<file path="config.mk">
export PLATFORM = sky130hd
export DESIGN_NAME = csa_sub_pipe
export DESIGN_NICKNAME = d
export VERILOG_FILES = /design/src/rtl/csa_sub_pipe.sv
export SDC_FILE = /design/constraint.sdc
export NUM_CORES = 1
export LEC_CHECK = 0
export ABC_AREA = 1
export BUFFER_PORTS_ARGS = -buffer_cell sky130_fd_sc_hd__clkbuf_2
export CAP_MARGIN = 20
export CORE_AREA = 2 2 64 66
export CTS_CLUSTER_SIZE = 8
export DETAILED_ROUTE_END_ITERATION = 8
export DIE_AREA = 0 0 66 68
export GPL_ROUTABILITY_DRIVEN = 0
export PLACE_DENSITY = 0.76
export SYNTH_ARGS = -nofsm -noshare
export SYNTH_HDL_FRONTEND = slang
export SYNTH_SLANG_ARGS = --single-unit
</file>
<file path="constraint.sdc">
create_clock -name CLK -period 1.6 [get_ports CLK]
set_clock_uncertainty 0.2 [all_clocks]
set_input_delay 0.32 -clock CLK [delete_from_list [all_inputs] [get_ports CLK]]
set_output_delay 0.32 -clock CLK [all_outputs]
set_load 0.01 [all_outputs]
</file>
<file path="src/rtl/csa_sub_pipe.sv">
// csa_sub_pipe: two-stage pipelined carry-select subtractor, DIFF = A - B.
// Stage 1 resolves the low segment and both upper-segment candidates.
// Stage 2 selects the upper candidate with the registered low carry and
// forms the flags. Valid/ready handshake on both sides, one valid bit per stage.
module csa_sub_pipe #(
   parameter int WIDTH = 10,
   parameter int LOW_W = WIDTH / 2
) (
   input  logic             CLK,
   input  logic             RST,
   input  logic             IN_VALID,
   output logic             IN_READY,
   input  logic [WIDTH-1:0] A,
   input  logic [WIDTH-1:0] B,
   output logic             OUT_VALID,
   input  logic             OUT_READY,
   output logic [WIDTH-1:0] DIFF,
   output logic             BORROW,
   output logic             ZERO,
   output logic             OVF
);

   localparam int HI_W = WIDTH - LOW_W;

   // stage 1 registers
   logic             s1_v_q, s1_v_d;
   logic [LOW_W-1:0] s1_low_q;
   logic             s1_clow_q;
   logic [HI_W:0]    s1_hi0_q, s1_hi1_q;
   logic             s1_amsb_q, s1_bmsb_q;

   // stage 2 registers
   logic             s2_v_q, s2_v_d;
   logic [WIDTH-1:0] s2_diff_q;
   logic             s2_borrow_q, s2_zero_q, s2_ovf_q;

   // stage 1 combinational results
   logic [WIDTH-1:0] b_inv;
   logic [LOW_W:0]   low_d;
   logic [HI_W:0]    hi0_d, hi1_d;

   // stage 2 combinational results
   logic [HI_W:0]    hi_sel;
   logic [WIDTH-1:0] diff_d;
   logic             borrow_d, zero_d, ovf_d;

   logic             s1_load, s2_load;

   // Handshake: stage 2 refills when empty or draining; stage 1 accepts when
   // it is empty or its contents move on this cycle.
   always_comb begin
      s2_load  = s1_v_q & (~s2_v_q | OUT_READY);
      IN_READY = ~s1_v_q | s2_load;
      s1_load  = IN_VALID & IN_READY;

      s1_v_d = s1_v_q;
      if (s1_load)      s1_v_d = 1'b1;
      else if (s2_load) s1_v_d = 1'b0;

      s2_v_d = s2_v_q;
      if (s2_load)                   s2_v_d = 1'b1;
      else if (OUT_READY & s2_v_q)   s2_v_d = 1'b0;
   end

   // Stage 1 arithmetic: A + ~B + 1 split into a low segment (carry-in 1) and
   // two speculative upper segments (carry-in 0 and 1) evaluated in parallel.
   always_comb begin
      b_inv = ~B;
      low_d = {1'b0, A[LOW_W-1:0]} + {1'b0, b_inv[LOW_W-1:0]}
              + {{LOW_W{1'b0}}, 1'b1};
      hi0_d = {1'b0, A[WIDTH-1:LOW_W]} + {1'b0, b_inv[WIDTH-1:LOW_W]};
      hi1_d = {1'b0, A[WIDTH-1:LOW_W]} + {1'b0, b_inv[WIDTH-1:LOW_W]}
              + {{HI_W{1'b0}}, 1'b1};
   end

   // Stage 2 select and flags from the registered stage-1 values only.
   always_comb begin
      hi_sel   = s1_clow_q ? s1_hi1_q : s1_hi0_q;
      diff_d   = {hi_sel[HI_W-1:0], s1_low_q};
      borrow_d = ~hi_sel[HI_W];
      zero_d   = ~|diff_d;
      ovf_d    = (s1_amsb_q ^ s1_bmsb_q) & (diff_d[WIDTH-1] ^ s1_amsb_q);
   end

   // Stage 1 registers: load only on accept, hold while stalled.
   always_ff @(posedge CLK or posedge RST) begin
      if (RST) begin
         s1_v_q    <= 1'b0;
         s1_low_q  <= '0;
         s1_clow_q <= 1'b0;
         s1_hi0_q  <= '0;
         s1_hi1_q  <= '0;
         s1_amsb_q <= 1'b0;
         s1_bmsb_q <= 1'b0;
      end else begin
         s1_v_q <= s1_v_d;
         if (s1_load) begin
            s1_low_q  <= low_d[LOW_W-1:0];
            s1_clow_q <= low_d[LOW_W];
            s1_hi0_q  <= hi0_d;
            s1_hi1_q  <= hi1_d;
            s1_amsb_q <= A[WIDTH-1];
            s1_bmsb_q <= B[WIDTH-1];
         end
      end
   end

   // Stage 2 registers: load only on advance, hold while the consumer stalls.
   always_ff @(posedge CLK or posedge RST) begin
      if (RST) begin
         s2_v_q      <= 1'b0;
         s2_diff_q   <= '0;
         s2_borrow_q <= 1'b0;
         s2_zero_q   <= 1'b0;
         s2_ovf_q    <= 1'b0;
      end else begin
         s2_v_q <= s2_v_d;
         if (s2_load) begin
            s2_diff_q   <= diff_d;
            s2_borrow_q <= borrow_d;
            s2_zero_q   <= zero_d;
            s2_ovf_q    <= ovf_d;
         end
      end
   end

   assign OUT_VALID = s2_v_q;
   assign DIFF      = s2_diff_q;
   assign BORROW    = s2_borrow_q;
   assign ZERO      = s2_zero_q;
   assign OVF       = s2_ovf_q;

endmodule

</file>
; Word-level counts from Yosys, hierarchy flattened
; Cells that the tools add are included.
[totals]
register_bits = 35
[op_classes]
reduce_logical = 4
add_sub_neg = 4
muxes = 5
bitwise = 12
[op_table]
columns = operator, n
row1 = 5-bit by 5-bit adder with 6-bit output, 2
row2 = "6-bit by 1-bit adder with 6-bit output, second input constant", 2
row3 = 10-bit NOT, 1
row4 = 10-bit OR reduction, 1
row5 = 6-bit 2-to-1 mux, 1
row6 = 1-bit bitwise AND, 4
row7 = 1-bit 2-to-1 mux, 4
row8 = 2-bit nonzero test, 2
row9 = 1-bit NOT, 3
row10 = 1-bit OR, 2
row11 = 1-bit bitwise XOR, 2
row12 = 1-bit zero test, 1

; Logic depth before layout (Yosys ltp)
; Gate-level depths: netlist of the first run.
[logic_depth]
depth_word = 6
depth_mapped = 12

; Least setup slack after synthesis of the first run
; Ideal clock, no wire load.
[synth_path]
path_kind = input to register
start = input port B[5]
end = register s1_hi1_q[4]
n_path_buf = 0
setup_time_ns = 0.118
path_stages = 11
slack_ns = -0.368
arrival_ns = 1.650
required_ns = 1.282
path_cell_list = inv_1 ha_1 inv_1 fa_1 inv_1 ha_1 inv_1 nor2_4 nand3_1 nand3_2 o21ai_2
[synth_between]
elab_chain_len = 3
[synth_lines]
columns = item, line
row1 = from (decl), 14  ; input logic [WIDTH-1:0] B,
row2 = 10-bit NOT, 68  ; b_inv = ~B;
row3 = 5-bit by 5-bit adder with 6-bit output, -
row4 = net hi0_d[1], 40  ; logic [HI_W:0] hi0_d, hi1_d;
row5 = 6-bit by 1-bit adder with 6-bit output, 73  ; + {{HI_W{1'b0}}, 1'b1};
row6 = to (signal assigned), 101  ; s1_hi1_q <= hi1_d;
row7 = to (decl), 29  ; logic [HI_W:0] s1_hi0_q, s1_hi1_q;
; The timed path passes the listed nets, and every way through them passes these cells.
; A chain may end at the register's enable or synchronous reset.

; Worst setup path after layout of the first run
; Same ends and word-level chain as after synthesis.

==> results.py, run 1 <==
metrics = {
    "min_path": {
        "worstHoldPathType": "input port to flop",
    },
    "clock_network": {
        "clk_pin_slew_ps": 70,
        "cts_tree": "built",
        "clkSinkCount": 35,
        "clk_path_buf_depth": 2,
        "cts-buffers-inserted": 5,
        "h-tree-depth": 2,
        "insertion_delay_ps": 290,
        "postCtsSetupBuffers": 0,
        "root_buffer": "clkbuf_8",
    },
    "floorplanning": {
        "core_area_sq_um": 3860,
        "rows": 23,
        "start_util": 0.509,
        "die_area_sq_um": 4490,
        "pin_count": 39,
        "dieWidth_microns": 66,
        "die_y_microns": 68,
    },
    "drt": {
        "drc": 0,
        "dr_wl_met2_microns": 1710,
        "drt-total-wl_microns": 3610,
        "met1_length_microns": 1720,
        "wl_per_cell_microns": 10.5,
        "via_per_inst": 4.79,
        "routed-via-count": 1639,
        "top_layer": "met4",
        "met3_length_microns": 149,
        "drtAntennaViolNets": 0,
        "dr.pass1.iters": 4,
        "drt_iter0_drc": 103,
    },
    "power_and_ir_drop": {
        "finalPower_mw": 2.71,
        "p_leak_nw": 1.31,
        "peakVddDrop_uv": 371,
        "p_per_area_nw_per_um2": 1110,
    },
    "synth": {
        "yosysUniqueCellTypes": 30,
        "synth_area_leaders": "dfrtp_1, nand2_1, ha_1",
        "synth-seq-cells": 35,
        "syn_inst": 238,
        "synth.avg_cell_area_sq_um": 8.25,
        "ys_seq_area_frac": 0.446,
        "synth_area_leader_cell": "dfrtp_1",
        "synth_area_sq_um": 1960,
        "synth.net_count": 275,
        "netlist.area_leader.share": 0.446,
        "yosys_warnings": 0,
    },
    "timing": {
        "rsz0062_at_grt": "yes",
        "fmax_mhz": 576,
        "slew_violations": 0,
        "hold_slack_ps": 84.0,
        "period_minus_slack_ps": 1730,
        "tns_ps": -355,
        "fin_crit_sh": 1.08,
        "max_slew_margin": 0.720,
        "setup_slack_ps": -135,
        "hold_violations": 0,
        "setup_violations": 5,
        "tightest_slew_ps": 420,
    },
    "setup_path": {
        "path_cells": "clkbuf_16, inv_12, ha_4, inv_2, fa_2, inv_2, ha_4, inv_4, nor2_4, nand2_1, nand2_1, nand3_2, o21ai_2",
        "max_stage_delay_ps": 530,
        "startpoint_type": "input port",
        "r2r_setup_slack_ps": 140,
        "path_class": "input port to flop",
        "cp_max_fo": 3,
        "path_delay_family": "adder cells",
        "crit_arrival_ps": 1710,
        "path_buf_inv": 5,
        "slowest_stage": "fa_2",
        "end_kind": "flop",
        "critPathRequiredTime_ps": 1570,
    },
    "run": {
        "drv_cap": 0,
    },
    "run_status": {
        "violations": "negative setup slack",
        "status": "complete, but fails checks",
    },
    "placement": {
        "dp_hpwl_microns": 2840,
        "place_ws_ps": -505,
        "placed_area_sq_um": 2340,
        "placedCellCount": 333,
        "port_buffers": 38,
    },
    "global_routing": {
        "antenna_found_initial": 0,
        "track_usage": 0.181,
        "grt_max_degree": 36,
        "grt_pass1_wl_microns": 6290,
        "grt_pass1_vias": 1519,
        "grt.overflow.total": 0,
    },
    "layout": {
        "final_common_cell": "nand2_1",
        "utilization": 0.637,
        "nFillCells": 346,
        "drive_gt1_frac": 0.281,
        "final_cell_area_sq_um": 2450,
        "fin_cells": 342,
        "syn_to_final_growth_pct": 25.0,
        "antennaDiodeCount": 0,
        "fin_nets": 328,
        "final_cell_mix": "nand2_1, clkbuf_2, dfrtp_1",
    },
}
worst reg2reg max path, cell delays in order, from the launching register on:
cell,delay (ps)
dfrtp_1,410
nand3_2,110
nand2_2,90
inv_2,240
o21ai_0,160
o21ai_1,160
metal layers:
metal  global-route usage  vias to the layer above
met2                0.309                       30
met1                0.235                      740
met5                    0                        -
met3               0.0395                        3
met4               0.0459                        0
li1                     -                      866
registers in the layout (all words and copies together), names as in the netlist:
register,flops
OUT_VALID,1
OVF,1
BORROW,1
s1_hi1_q,6
s1_bmsb_q,1
ZERO,1
s1_amsb_q,1
s1_low_q,5
s1_clow_q,1
s1_v_q,1
s1_hi0_q,6
DIFF,10
cell type report:
cell class	instances	area (sq um)	area share
repair buffers	53	338	0.138
multi-input cells	158	940	0.383
well taps	50	62.6	0.0255
inverters	38	158	0.0642
clock inverters	1	5.00	0.00204
clock buffers	7	76.3	0.0311
flip-flops and latches	35	876	0.357
logic make-up (layout without fill, tap and decap cells):
logic type               after synthesis  count (layout)  synth area share
adder cells (fa/ha/maj)               13              13            0.0904
flip-flops                            35              35             0.446
multiplexers                           3               3            0.0153
XOR/XNOR                               2               2            0.0185
AND/OR/NAND/NOR                      101             101             0.225
AO/OA/AOI/OAI                         39              39             0.110
buffers and inverters                 45              99            0.0949
synth_stat cells, drive strengths merged:
library cell and n:
inv 38, fa 2, dfrtp 35, xor2 1
or2 1, nand3 16, nand2 66, a211oi 1
o21ai 29, buf 7, mux2i 3, ha 11
nor3 1, xnor2 1, nand3b 1, a21oi 6
nand4 2, o211ai 1, o31ai 1, o22ai 1
nor2 14
power by group:
group	internal [mW]	switching, mW	total (mW)
logic	0.380	0.493	0.873
registers	1.11	0.134	1.24
clock network	0.305	0.292	0.597
path summary, 6_finish.rpt:
kind / startpoint / endpoint / cells after the start
max in group asynchronous: RST / s1_clow_q$_DFFE_PP0P_ / 4
min: B[9] / s1_bmsb_q$_DFFE_PP0P_ / 3
min in group asynchronous: RST / DIFF[5]$_DFFE_PP0P_ / 4
max reg2reg: OUT_VALID$_DFFE_PP0P_ / s1_hi1_q[3]$_DFFE_PP0P_ / 5
max: B[5] / s1_hi1_q[4]$_DFFE_PP0P_ / 13
min reg2reg: DIFF[8]$_DFFE_PP0P_ / DIFF[8]$_DFFE_PP0P_ / 2
timing repair:
action,CTS,global route
gates cloned,0,0
setup endpoints to repair,6,7
pin swaps,5,1
hold buffers,1,0
gates resized for setup,5,3
hold endpoints to repair,35,0
No activity file was read; power rests on OpenSTA's default activity.
==> run 2, diff against run 1 <==
--- a/config.mk
+++ b/config.mk
@@ -14,6 +14,7 @@
 export DIE_AREA = 0 0 66 68
 export GPL_ROUTABILITY_DRIVEN = 0
 export PLACE_DENSITY = 0.76
+export SETUP_SLACK_MARGIN = 0.4
 export SYNTH_ARGS = -nofsm -noshare
 export SYNTH_HDL_FRONTEND = slang
 export SYNTH_SLANG_ARGS = --single-unit
==> results.py, run 2 (synthesis results as in run 1) <==
metrics = {
    "clock_network": {
        "insertion_delay_ps": 290,
        "cts_tree": "built",
        "clk_path_buf_depth": 2,
        "clkSinkCount": 35,
        "clk_pin_slew_ps": 60,
        "h-tree-depth": 2,
        "root_buffer": "clkbuf_8",
        "cts-buffers-inserted": 5,
    },
    "drt": {
        "dr.pass1.iters": 4,
        "drt_iter0_drc": 96,
        "wl_per_cell_microns": 14.9,
        "via_per_inst": 5.11,
        "routed-via-count": 1911,
        "drc": 0,
        "drt-total-wl_microns": 5590,
        "drtAntennaViolNets": 0,
    },
    "timing": {
        "setup_violations": 4,
        "period_minus_slack_ps": 1770,
        "tightest_slew_ps": 396,
        "fmax_mhz": 564,
        "rsz0062_at_grt": "yes",
        "hold_violations": 0,
        "setup_slack_ps": -172,
        "tns_ps": -476,
        "fin_crit_sh": 1.11,
        "slew_violations": 0,
        "max_slew_margin": 0.728,
    },
    "layout": {
        "largest_reg_flops": 10,
        "syn_to_final_growth_pct": 67.6,
        "drive_gt1_frac": 0.571,
        "fin_nets": 362,
        "antennaDiodeCount": 0,
        "utilization": 0.854,
        "nFillCells": 213,
        "final_cell_mix": "dfrtp_1, nand2_1, buf_4",
    },
    "global_routing": {
        "grtUsageMet3": 0.0428,
        "grt_pass1_wl_microns": 7290,
        "use_met2": 0.394,
        "grt_pass1_vias": 1708,
        "grtUsageMet1": 0.251,
        "track_usage": 0.214,
        "grt.overflow.total": 0,
        "busiest_layer": "met2",
        "grt_max_degree": 36,
        "antenna_found_initial": 0,
    },
    "floorplanning": {
        "die_y_microns": 68,
        "start_util": 0.509,
        "die_area_sq_um": 4490,
        "dieWidth_microns": 66,
        "rows": 23,
        "core_area_sq_um": 3860,
        "pin_count": 39,
    },
    "setup_path": {
        "end_kind": "flop",
        "startpoint_type": "input port",
        "cp_max_fo": 3,
        "critPathRequiredTime_ps": 1570,
        "crit_arrival_ps": 1740,
        "path_class": "input port to flop",
        "setup.worst_path.start": "B[5]",
        "r2r-start": "s1_clow_q$_DFFE_PP0P_",
    },
    "placement": {
        "port_buffers": 38,
        "place_ws_ps": -494,
        "dp_hpwl_microns": 2790,
    },
    "min_path": {
        "worstHoldPathType": "input port to flop",
        "min-delay-start": "B[9]",
    },
    "power_and_ir_drop": {
        "p_per_area_nw_per_um2": 1080,
        "p_leak_nw": 1.63,
        "peakVddDrop_uv": 488,
    },
    "run_status": {
        "violations": "negative setup slack",
        "status": "complete, but fails checks",
    },
    "run": {
        "drv_cap": 0,
    },
}
==> run 2: timing repair <==
item	CTS	global route
resized for setup	63	87
endpoints found under the setup margin	48	50
setup buffers	19	12
endpoints found under the hold margin	35	0
pin swaps	18	30
gates cloned	4	2
hold buffers	1	0
==> run 2: area by class of cell <==
class	instances	area (sq um)	area share
clock buffer	6	72.6	0.0220
inverter	38	191	0.0581
multi-input combinational	158	1300	0.395
sequential	35	877	0.266
tap	50	62.6	0.0190
timing repair buffer	86	778	0.236
timing repair inverter	1	11.3	0.00342
==> run 2: critical path: stages <==
cell,delay (ps)
clkbuf_16,130
inv_12,40
ha_4,120
inv_2,40
fa_2,560
inv_4,50
ha_4,160
inv_2,60
nor2_4,40
nand2_1,60
nand2_1,60
nand3_2,60
o21ai_2,50
==> run 2: worst paths after layout <==
| check | end | slack [ps] | cells after the start |
|---|---|---|---|
| max | s1_hi1_q[4]$_DFFE_PP0P_ | -170 | 13 |
| min in group asynchronous | OUT_VALID$_DFFE_PP0P_ | 400 | 4 |
| max reg2reg | ZERO$_DFFE_PP0P_ | 80 | 4 |
| min reg2reg | s1_hi1_q[5]$_DFFE_PP0P_ | 280 | 2 |
| max in group asynchronous | s1_clow_q$_DFFE_PP0P_ | 600 | 4 |
| min | s1_bmsb_q$_DFFE_PP0P_ | 80 | 3 |
==> run 2: through the flow <==
stage,hold slack [ps],instances,area (sq um),power (mW)
after floorplan,67.1,238,2110,1.87
final,81.8,374,3290,3.57
after global routing,91.3,374,3290,3.75
after global placement,159,330,2390,2.12
after detailed placement,178,330,2390,2.16
after CTS,83.6,360,2900,3.07
==> run 2: per-layer routing <==
layer	routed length (microns)	share of wire
met1	2170	0.39
met2	3100	0.56
met3	217	0.039
met4	91	0.016
met5	0	0
==> run 2: power breakdown <==
group / total [mW] / internal (mW) / switching (mW)
Clock: 0.589 / 0.290 / 0.299
Combinational: 1.72 / 0.862 / 0.856
Sequential: 1.26 / 1.11 / 0.149
Total: 3.57 / 2.26 / 1.30
